[src/rtl/spi_cmd_if.sv]
// Bus-side request/completion signals between spi_cmd (master) and the
// system bus arbiter (slave).
interface spi_cmd_if;
  logic [15:0] spi_addr;
  logic [7:0]  spi_data_out;
  logic        spi_we;
  logic        spi_pending;
  logic        spi_done;
  logic [7:0]  spi_data_in;

  modport master (
    output spi_addr, spi_data_out, spi_we, spi_pending,
    input  spi_done, spi_data_in
  );

  modport slave (
    input  spi_addr, spi_data_out, spi_we, spi_pending,
    output spi_done, spi_data_in
  );
endinterface

[src/rtl/spi_cmd.sv]
// SPI command framer: turns received bytes into single bus reads/writes with
// auto-increment. Optional status byte on tx_byte with `define SPI_CMD_STATUS_EN.
module spi_cmd (
  input  logic       sys_clk,
  input  logic       reset_n,
  input  logic       spi_cs_n,
  input  logic [7:0] rx_byte,
  input  logic       rx_valid,
  output logic [7:0] tx_byte,
  output logic       overrun,
  spi_cmd_if.master  bus
);

  typedef enum logic [2:0] {
    CMD, ADDR_HI, ADDR_LO, WRITE, READ, IGNORE
  } state_t;

  state_t      state_q, state_n;
  logic        op_write_q, op_write_n;
  logic [7:0]  tx_q, tx_n;
  logic [15:0] addr_q, addr_n;
  logic [7:0]  data_q, data_n;
  logic        we_q, we_n;
  logic        pending_q, pending_n;
  logic        overrun_q, overrun_n;
  logic        rx_valid_q;
  logic        cs_meta, cs_sync, cs_sync_q;

  logic byte_evt, cs_start, cs_end, completion;

  assign byte_evt   = rx_valid & ~rx_valid_q;
  assign cs_start   = cs_sync_q & ~cs_sync;
  assign cs_end     = ~cs_sync_q & cs_sync;
  assign completion = pending_q & bus.spi_done;

  // NOTE: every register is reset, including the cs_n synchronizer, which
  // resets to 1 (deselected) so that leaving reset never fakes a cs_start.
  always_ff @(posedge sys_clk or negedge reset_n) begin
    if (!reset_n) begin
      cs_meta    <= 1'b1;
      cs_sync    <= 1'b1;
      cs_sync_q  <= 1'b1;
      rx_valid_q <= 1'b0;
      state_q    <= CMD;
      op_write_q <= 1'b0;
      tx_q       <= 8'h00;
      addr_q     <= 16'h0000;
      data_q     <= 8'h00;
      we_q       <= 1'b0;
      pending_q  <= 1'b0;
      overrun_q  <= 1'b0;
    end else begin
      // NOTE: non-blocking assignments here; all next values come from the
      // always_comb block below, so ordering inside this block is irrelevant.
      cs_meta    <= spi_cs_n;
      cs_sync    <= cs_meta;
      cs_sync_q  <= cs_sync;
      rx_valid_q <= rx_valid;
      state_q    <= state_n;
      op_write_q <= op_write_n;
      tx_q       <= tx_n;
      addr_q     <= addr_n;
      data_q     <= data_n;
      we_q       <= we_n;
      pending_q  <= pending_n;
      overrun_q  <= overrun_n;
    end
  end

  // NOTE: every next-value starts as a copy of its register, so no path
  // through the case statement can leave one unassigned (no latches).
  always_comb begin
    state_n    = state_q;
    op_write_n = op_write_q;
    tx_n       = tx_q;
    addr_n     = addr_q;
    data_n     = data_q;
    we_n       = we_q;
    pending_n  = pending_q;
    overrun_n  = overrun_q;

    // Completion is applied before the byte so a same-cycle byte is accepted.
    if (completion) begin
      pending_n = 1'b0;
      addr_n    = addr_q + 16'd1;
      if (!we_q) tx_n = bus.spi_data_in;
    end

    if (cs_end) begin
      state_n = CMD;
    end else if (byte_evt) begin
      if (pending_n) begin
        overrun_n = 1'b1;
      end else begin
        unique case (state_q)
          CMD: begin
            if (rx_byte == 8'h80) begin
              op_write_n = 1'b1;
              state_n    = ADDR_HI;
            end else if (rx_byte == 8'h40) begin
              op_write_n = 1'b0;
              state_n    = ADDR_HI;
            end else begin
              state_n    = IGNORE;
            end
          end
          ADDR_HI: begin
            addr_n[15:8] = rx_byte;
            state_n      = ADDR_LO;
          end
          ADDR_LO: begin
            addr_n[7:0] = rx_byte;
            if (op_write_q) begin
              state_n = WRITE;
            end else begin
              we_n      = 1'b0;
              pending_n = 1'b1;
              state_n   = READ;
            end
          end
          WRITE: begin
            data_n    = rx_byte;
            we_n      = 1'b1;
            pending_n = 1'b1;
          end
          READ: begin
            we_n      = 1'b0;
            pending_n = 1'b1;
          end
          IGNORE: ;
          default: state_n = CMD;
        endcase
      end
    end

    if (cs_start) overrun_n = 1'b0;
  end

`ifdef SPI_CMD_STATUS_EN
  // Status is shown while the master is still clocking out command/address.
  assign tx_byte = (state_q == CMD || state_q == ADDR_HI || state_q == ADDR_LO)
                 ? {overrun_q, pending_q, 6'b0} : tx_q;
`else
  assign tx_byte = tx_q;
`endif

  assign overrun          = overrun_q;
  assign bus.spi_addr     = addr_q;
  assign bus.spi_data_out = data_q;
  assign bus.spi_we       = we_q;
  assign bus.spi_pending  = pending_q;

endmodule
[src/flat_wrapper.sv]
// flat-port wrapper written by rule: the top's interface ports become plain ports
module spi_cmd_flat 
  (sys_clk, reset_n, spi_cs_n, rx_byte, rx_valid, tx_byte, overrun, bus_spi_addr, bus_spi_data_out, bus_spi_we, bus_spi_pending, bus_spi_done, bus_spi_data_in);
  spi_cmd_if bus_i ();
  input  logic sys_clk;
  input  logic reset_n;
  input  logic spi_cs_n;
  input  logic [7:0] rx_byte;
  input  logic rx_valid;
  output logic [7:0] tx_byte;
  output logic overrun;
  output wire logic [$bits(bus_i.spi_addr)-1:0] bus_spi_addr;
  output wire logic [$bits(bus_i.spi_data_out)-1:0] bus_spi_data_out;
  output wire logic [$bits(bus_i.spi_we)-1:0] bus_spi_we;
  output wire logic [$bits(bus_i.spi_pending)-1:0] bus_spi_pending;
  input wire logic [$bits(bus_i.spi_done)-1:0] bus_spi_done;
  input wire logic [$bits(bus_i.spi_data_in)-1:0] bus_spi_data_in;
  assign bus_spi_addr = bus_i.spi_addr;
  assign bus_spi_data_out = bus_i.spi_data_out;
  assign bus_spi_we = bus_i.spi_we;
  assign bus_spi_pending = bus_i.spi_pending;
  assign bus_i.spi_done = bus_spi_done;
  assign bus_i.spi_data_in = bus_spi_data_in;
  spi_cmd u_core (.sys_clk(sys_clk), .reset_n(reset_n), .spi_cs_n(spi_cs_n), .rx_byte(rx_byte), .rx_valid(rx_valid), .tx_byte(tx_byte), .overrun(overrun), .bus(bus_i));
endmodule
[config.mk]
export PLATFORM = sky130hd
export DESIGN_NAME = spi_cmd_flat
export DESIGN_NICKNAME = d
export VERILOG_FILES = /design/src/rtl/spi_cmd_if.sv /design/src/rtl/spi_cmd.sv /design/src/flat_wrapper.sv
export SDC_FILE = /design/constraint.sdc
export NUM_CORES = 1
export LEC_CHECK = 0
export ABC_AREA = 1
export CAP_MARGIN = 15
export CORE_ASPECT_RATIO = 1.1
export CORE_UTILIZATION = 53
export CTS_BUF_LIST = sky130_fd_sc_hd__clkbuf_4 sky130_fd_sc_hd__clkbuf_8 sky130_fd_sc_hd__clkbuf_16
export CTS_CLUSTER_DIAMETER = 80
export CTS_CLUSTER_SIZE = 12
export DETAILED_ROUTE_END_ITERATION = 10
export HOLD_SLACK_MARGIN = 0.08
export PLACE_DENSITY = 0.85
export SETUP_SLACK_MARGIN = 0.3
export SYNTH_ARGS = -nofsm -noshare
export SYNTH_HDL_FRONTEND = slang
export SYNTH_SLANG_ARGS = --single-unit
[constraint.sdc]
create_clock -name sys_clk -period 4.15 [get_ports sys_clk]
set_input_delay 0.6225 -clock sys_clk [delete_from_list [all_inputs] [get_ports sys_clk]]
set_output_delay 0.6225 -clock sys_clk [all_outputs]
set_load 0.05 [all_outputs]
==> results summary <==
The proportion of register bits with asynchronous set or reset after synthesis is 100%. The number of design rule violations left after detail routing is 0. Global routing consumed, on the met3 layer, around 5.6% of the routing resources. Traced cell by cell, the critical path runs through clkdlybuf4s50_1. The worst path needs roughly 2200 ps of the cycle, external delays included. The met2 usage in global routing came out at 40.2%. The share of final-layout standard cells stronger than drive strength 1 is 13.2%. The worst setup path is of the reg -> out kind.

The initial utilization of the core area, before any placement, comes to 56.0%. The pin slew with the least headroom to its limit is 935 ps. The clock latency of the later-clocked register in the worst-skew pair is 290 ps. The clock skew after layout is 4.07 ps. The endpoint identified for the worst register-to-register timing path is u_core.bus.spi_addr[14]$_DFF_PN0_. The path class of the lowest-slack min-delay path is reg -> reg. The kind of cell with the highest combined delay along the critical path is buffers and inverters. The final-stage net count is 346.

The number of iterations in the first detailed-routing pass came out at 4. In this run, synthesis produced a sequential element count of 43. The cell area that synthesis handed to floorplanning was 0.00224 mm2. Setup violations remaining at the end of the flow were counted as 0. The congestion estimate from routability-driven global placement came to 0.862. The via count of the first global-routing pass came to 1988.

The TritonCTS sink count came out at 43. From bottom edge to top edge, the die measures roughly 70 um. The number of stages on the worst setup path came out at 1. The slowest stage of the critical path belongs to the cell sky130_fd_sc_hd__clkdlybuf4s50_1. The count of buffer and inverter cells on the critical path came out at 1. The detailed router's first-iteration violation count is 190.

Data on the critical path is required at its endpoint by about 3500 ps. The final cell utilization of the core is 73.9%. The H-tree depth came out at 2. In the final timing run, aggregate negative setup slack is 0 ps.

Dividing the synthesized area by the synthesized cell count gives 8.50 um2. The most used flip-flop cell after synthesis is sky130_fd_sc_hd__dfrtp_1. The count of max-cap constraint violations came out at 0. The most critical setup path has its startpoint at u_core.bus.spi_addr[6]$_DFF_PN0_. The clock tree from TritonCTS is done. The total wire length is 5010 um. The total global-route track usage came out at approximately a quarter. Setup repair after global routing left no endpoint under its margin. In this run the worst setup path terminates at bus_spi_addr[6]. The worst register-to-register path has a depth of 8. The detail route stage leaves a number of antenna-violating nets equal to 0.

Dividing total power by cell area gives a power density of between 800 and 900 mW/mm2. The full die area is roughly 0.0045 mm2. The wire length of the first global-routing pass came out at 8630 um. The number of placed instances, taps included, is about 370. The number of resized instances in the post-cts repair step came out at 0. The largest fanout on the critical path is 5. The non-filler instance count after layout is ~380. The final worst-path cycle share is a little over half. Clock-pin slew was measured on the worst setup and hold paths at 80 ps.

The global-route track usage on met1 is a little under a third. The largest net degree at the start of global routing is 44. Sequential elements use 48.3% of the synthesized area. The count of final max-slew check failures is 0. The routing layer with the top usage in global route is met2. The number of hold violations in the final report came to 0.

The area growth from synthesis to layout is 32.1%. The sort of element at the start of the critical path is a register. The tree is rooted in a sky130_fd_sc_hd__clkbuf_8. The worst max-slew margin expressed relative to the limit came out at a little under two fifths. The fmax is 455 MHz. The count of antenna diodes in the layout came out at 0. The number of ports placed on the die boundary came out at 56.

Detailed routing inserted a total of 1975 vias. The arrival time at the worst endpoint came out at around 1600 ps. The filler cells instantiated in the layout total 296. Counting flops with a built-in enable in the synthesized netlist gives 0. The buffer count from post-CTS setup fixing came out at 0. The run finished with clean final reports.

The register-to-register path setup slack came out at 2690 ps. On the worst path, the slowest cell contributes a delay of 840 ps. The worst-case IR drop observed on VDD is 501 uV. The number of nets produced by synthesis came out at 285. The maximum buffer depth of the clock tree came out at 2.

The area inside the core boundary is 0.00399 mm2. The count of hold buffers inserted by post-cts repair is 0. The initial antenna violation count is 0.

The synthesized netlist contains 31 unique library cells. During placement, the flow inserted port buffers numbering 55. The number of CTS-inserted buffers came out at 5.

Global routing finished with a remaining overflow of 0. The sort of element at the end of the critical path is an output pin. The die is 63.9 um wide. The vias per cell is 5.24. The floorplan has 24 rows. The Yosys warning count came out at 0. In this run the critical register-to-register path is launched from u_core.bus.spi_addr[1]$_DFF_PN0_. The HPWL reported at the end of detailed placement came out at 3770 um.

The average wire per standard cell came out at 13.3 um. The post-synthesis instance total is roughly 260. The leakage power came out at 1.42 nW.
==> cell families after synthesis <==
logic type	synth area share, %
compound gates	9.29
fa+ha+maj	0.560
buf+inv	6.94
xor+xnor	2.35
simple gates	28.5
mux	4.03
flops	48.3
==> cells in the final DEF, fill, tap and decap left out <==
cell type	n
sky130_fd_sc_hd__nor3_1	5
sky130_fd_sc_hd__a21oi_1	4
sky130_fd_sc_hd__nor2_2	1
sky130_fd_sc_hd__o21bai_1	2
sky130_fd_sc_hd__nand2_2	3
sky130_fd_sc_hd__nand4_1	7
sky130_fd_sc_hd__clkinv_2	1
sky130_fd_sc_hd__o21ai_1	6
sky130_fd_sc_hd__ha_1	1
sky130_fd_sc_hd__nand2_1	71
sky130_fd_sc_hd__nor2_1	20
sky130_fd_sc_hd__dfstp_2	3
sky130_fd_sc_hd__a31oi_1	1
sky130_fd_sc_hd__o2111a_1	1
sky130_fd_sc_hd__inv_4	2
sky130_fd_sc_hd__mux2_1	3
sky130_fd_sc_hd__nand2_4	4
sky130_fd_sc_hd__inv_1	33
sky130_fd_sc_hd__xnor2_1	1
sky130_fd_sc_hd__o21ai_0	8
sky130_fd_sc_hd__buf_2	1
sky130_fd_sc_hd__dfrtp_1	40
sky130_fd_sc_hd__nor2_4	5
sky130_fd_sc_hd__or2_1	1
sky130_fd_sc_hd__nand3_1	17
sky130_fd_sc_hd__o21ai_2	8
sky130_fd_sc_hd__clkbuf_8	6
sky130_fd_sc_hd__clkdlybuf4s50_1	54
sky130_fd_sc_hd__mux2_2	5
sky130_fd_sc_hd__bufinv_16	1
sky130_fd_sc_hd__xor2_1	5
sky130_fd_sc_hd__inv_2	2
sky130_fd_sc_hd__o22ai_1	1
sky130_fd_sc_hd__o22a_1	1
sky130_fd_sc_hd__nand3_2	1
==> synth_stat cells, types with 2 or more instances <==
library cell               number  share of area (%)
sky130_fd_sc_hd__a21oi_1        4               0.90
sky130_fd_sc_hd__dfrtp_1       40                 45
sky130_fd_sc_hd__dfstp_2        3                3.5
sky130_fd_sc_hd__inv_1         33                5.5
sky130_fd_sc_hd__inv_2          2               0.34
sky130_fd_sc_hd__inv_4          2               0.56
sky130_fd_sc_hd__mux2_1         3                1.5
sky130_fd_sc_hd__mux2_2         5                2.5
sky130_fd_sc_hd__nand2_1       71                 12
sky130_fd_sc_hd__nand2_2        3               0.84
sky130_fd_sc_hd__nand2_4        4                2.0
sky130_fd_sc_hd__nand3_1       17                3.8
sky130_fd_sc_hd__nand4_1        7                2.0
sky130_fd_sc_hd__nor2_1        20                3.4
sky130_fd_sc_hd__nor2_4         5                2.5
sky130_fd_sc_hd__nor3_1         5                1.1
sky130_fd_sc_hd__o21ai_0        8                1.8
sky130_fd_sc_hd__o21ai_1        6                1.3
sky130_fd_sc_hd__o21ai_2        8                3.1
sky130_fd_sc_hd__o21bai_1       2               0.67
sky130_fd_sc_hd__xor2_1         5                2.0
==> layout make-up <==
type | instances | area (um2) | share of cell area (%)
Clock buffer | 6 | 82.6 | 2.80
Clock inverter | 2 | 35.0 | 1.19
Inverter | 37 | 144 | 4.87
Multi-Input combinational cell | 182 | 1000 | 33.9
Sequential cell | 43 | 1080 | 36.6
Tap cell | 52 | 65.1 | 2.20
Timing Repair Buffer | 55 | 546 | 18.5
==> per-layer routing <==
metal	routed length, um	up-vias
li1	-	969
met1	2090	918
met2	2510	74
met3	284	14
met4	128	0
met5	0	-
==> power by group <==
| part | switching [mW] | internal [mW] |
|---|---|---|
| logic | 0.883 | 0.442 |
| clock network | 0.143 | 0.195 |
| registers | 0.154 | 0.588 |
| total | 1.18 | 1.22 |
==> flip-flops by register name, summed over array words and instances (netlist names) <==
name and count:
u_core.bus.spi_addr 16, u_core.bus.spi_data_out 8, u_core.tx_byte 8, u_core.state_q 3, u_core.bus.spi_pending 1, u_core.bus.spi_we 1, u_core.cs_meta 1, u_core.cs_sync 1
u_core.cs_sync_q 1, u_core.op_write_q 1, u_core.overrun 1, u_core.rx_valid_q 1
==> stage by stage <==
step | area, um2 | setup WS, ps | hold slack (ps) | total power, mW
after floorplan | 2240 | 2470 | 327 | 1.63
after global placement | 2840 | 2070 | 347 | 2.04
after detailed placement | 2840 | 2050 | 351 | 2.07
after CTS | 2950 | 1960 | 363 | 2.41
after global routing | 2950 | 1890 | 366 | 2.54
final | 2950 | 1950 | 365 | 2.40
==> worst min path at each step <==
stage	startpoint	depth (start not counted)	slack, ps	end
finish	u_core.cs_meta$_DFF_PN1_	0	360	u_core.cs_sync$_DFF_PN1_
global route	u_core.cs_meta$_DFF_PN1_	0	370	u_core.cs_sync$_DFF_PN1_
CTS	u_core.cs_meta$_DFF_PN1_	0	360	u_core.cs_sync$_DFF_PN1_
detailed placement	u_core.cs_meta$_DFF_PN1_	0	350	u_core.cs_sync$_DFF_PN1_
global placement	u_core.cs_meta$_DFF_PN1_	0	350	u_core.cs_sync$_DFF_PN1_
floorplan	reset_n	0	330	u_core.bus.spi_addr[0]$_DFF_PN0_
Power figures use the tool's default switching activity.
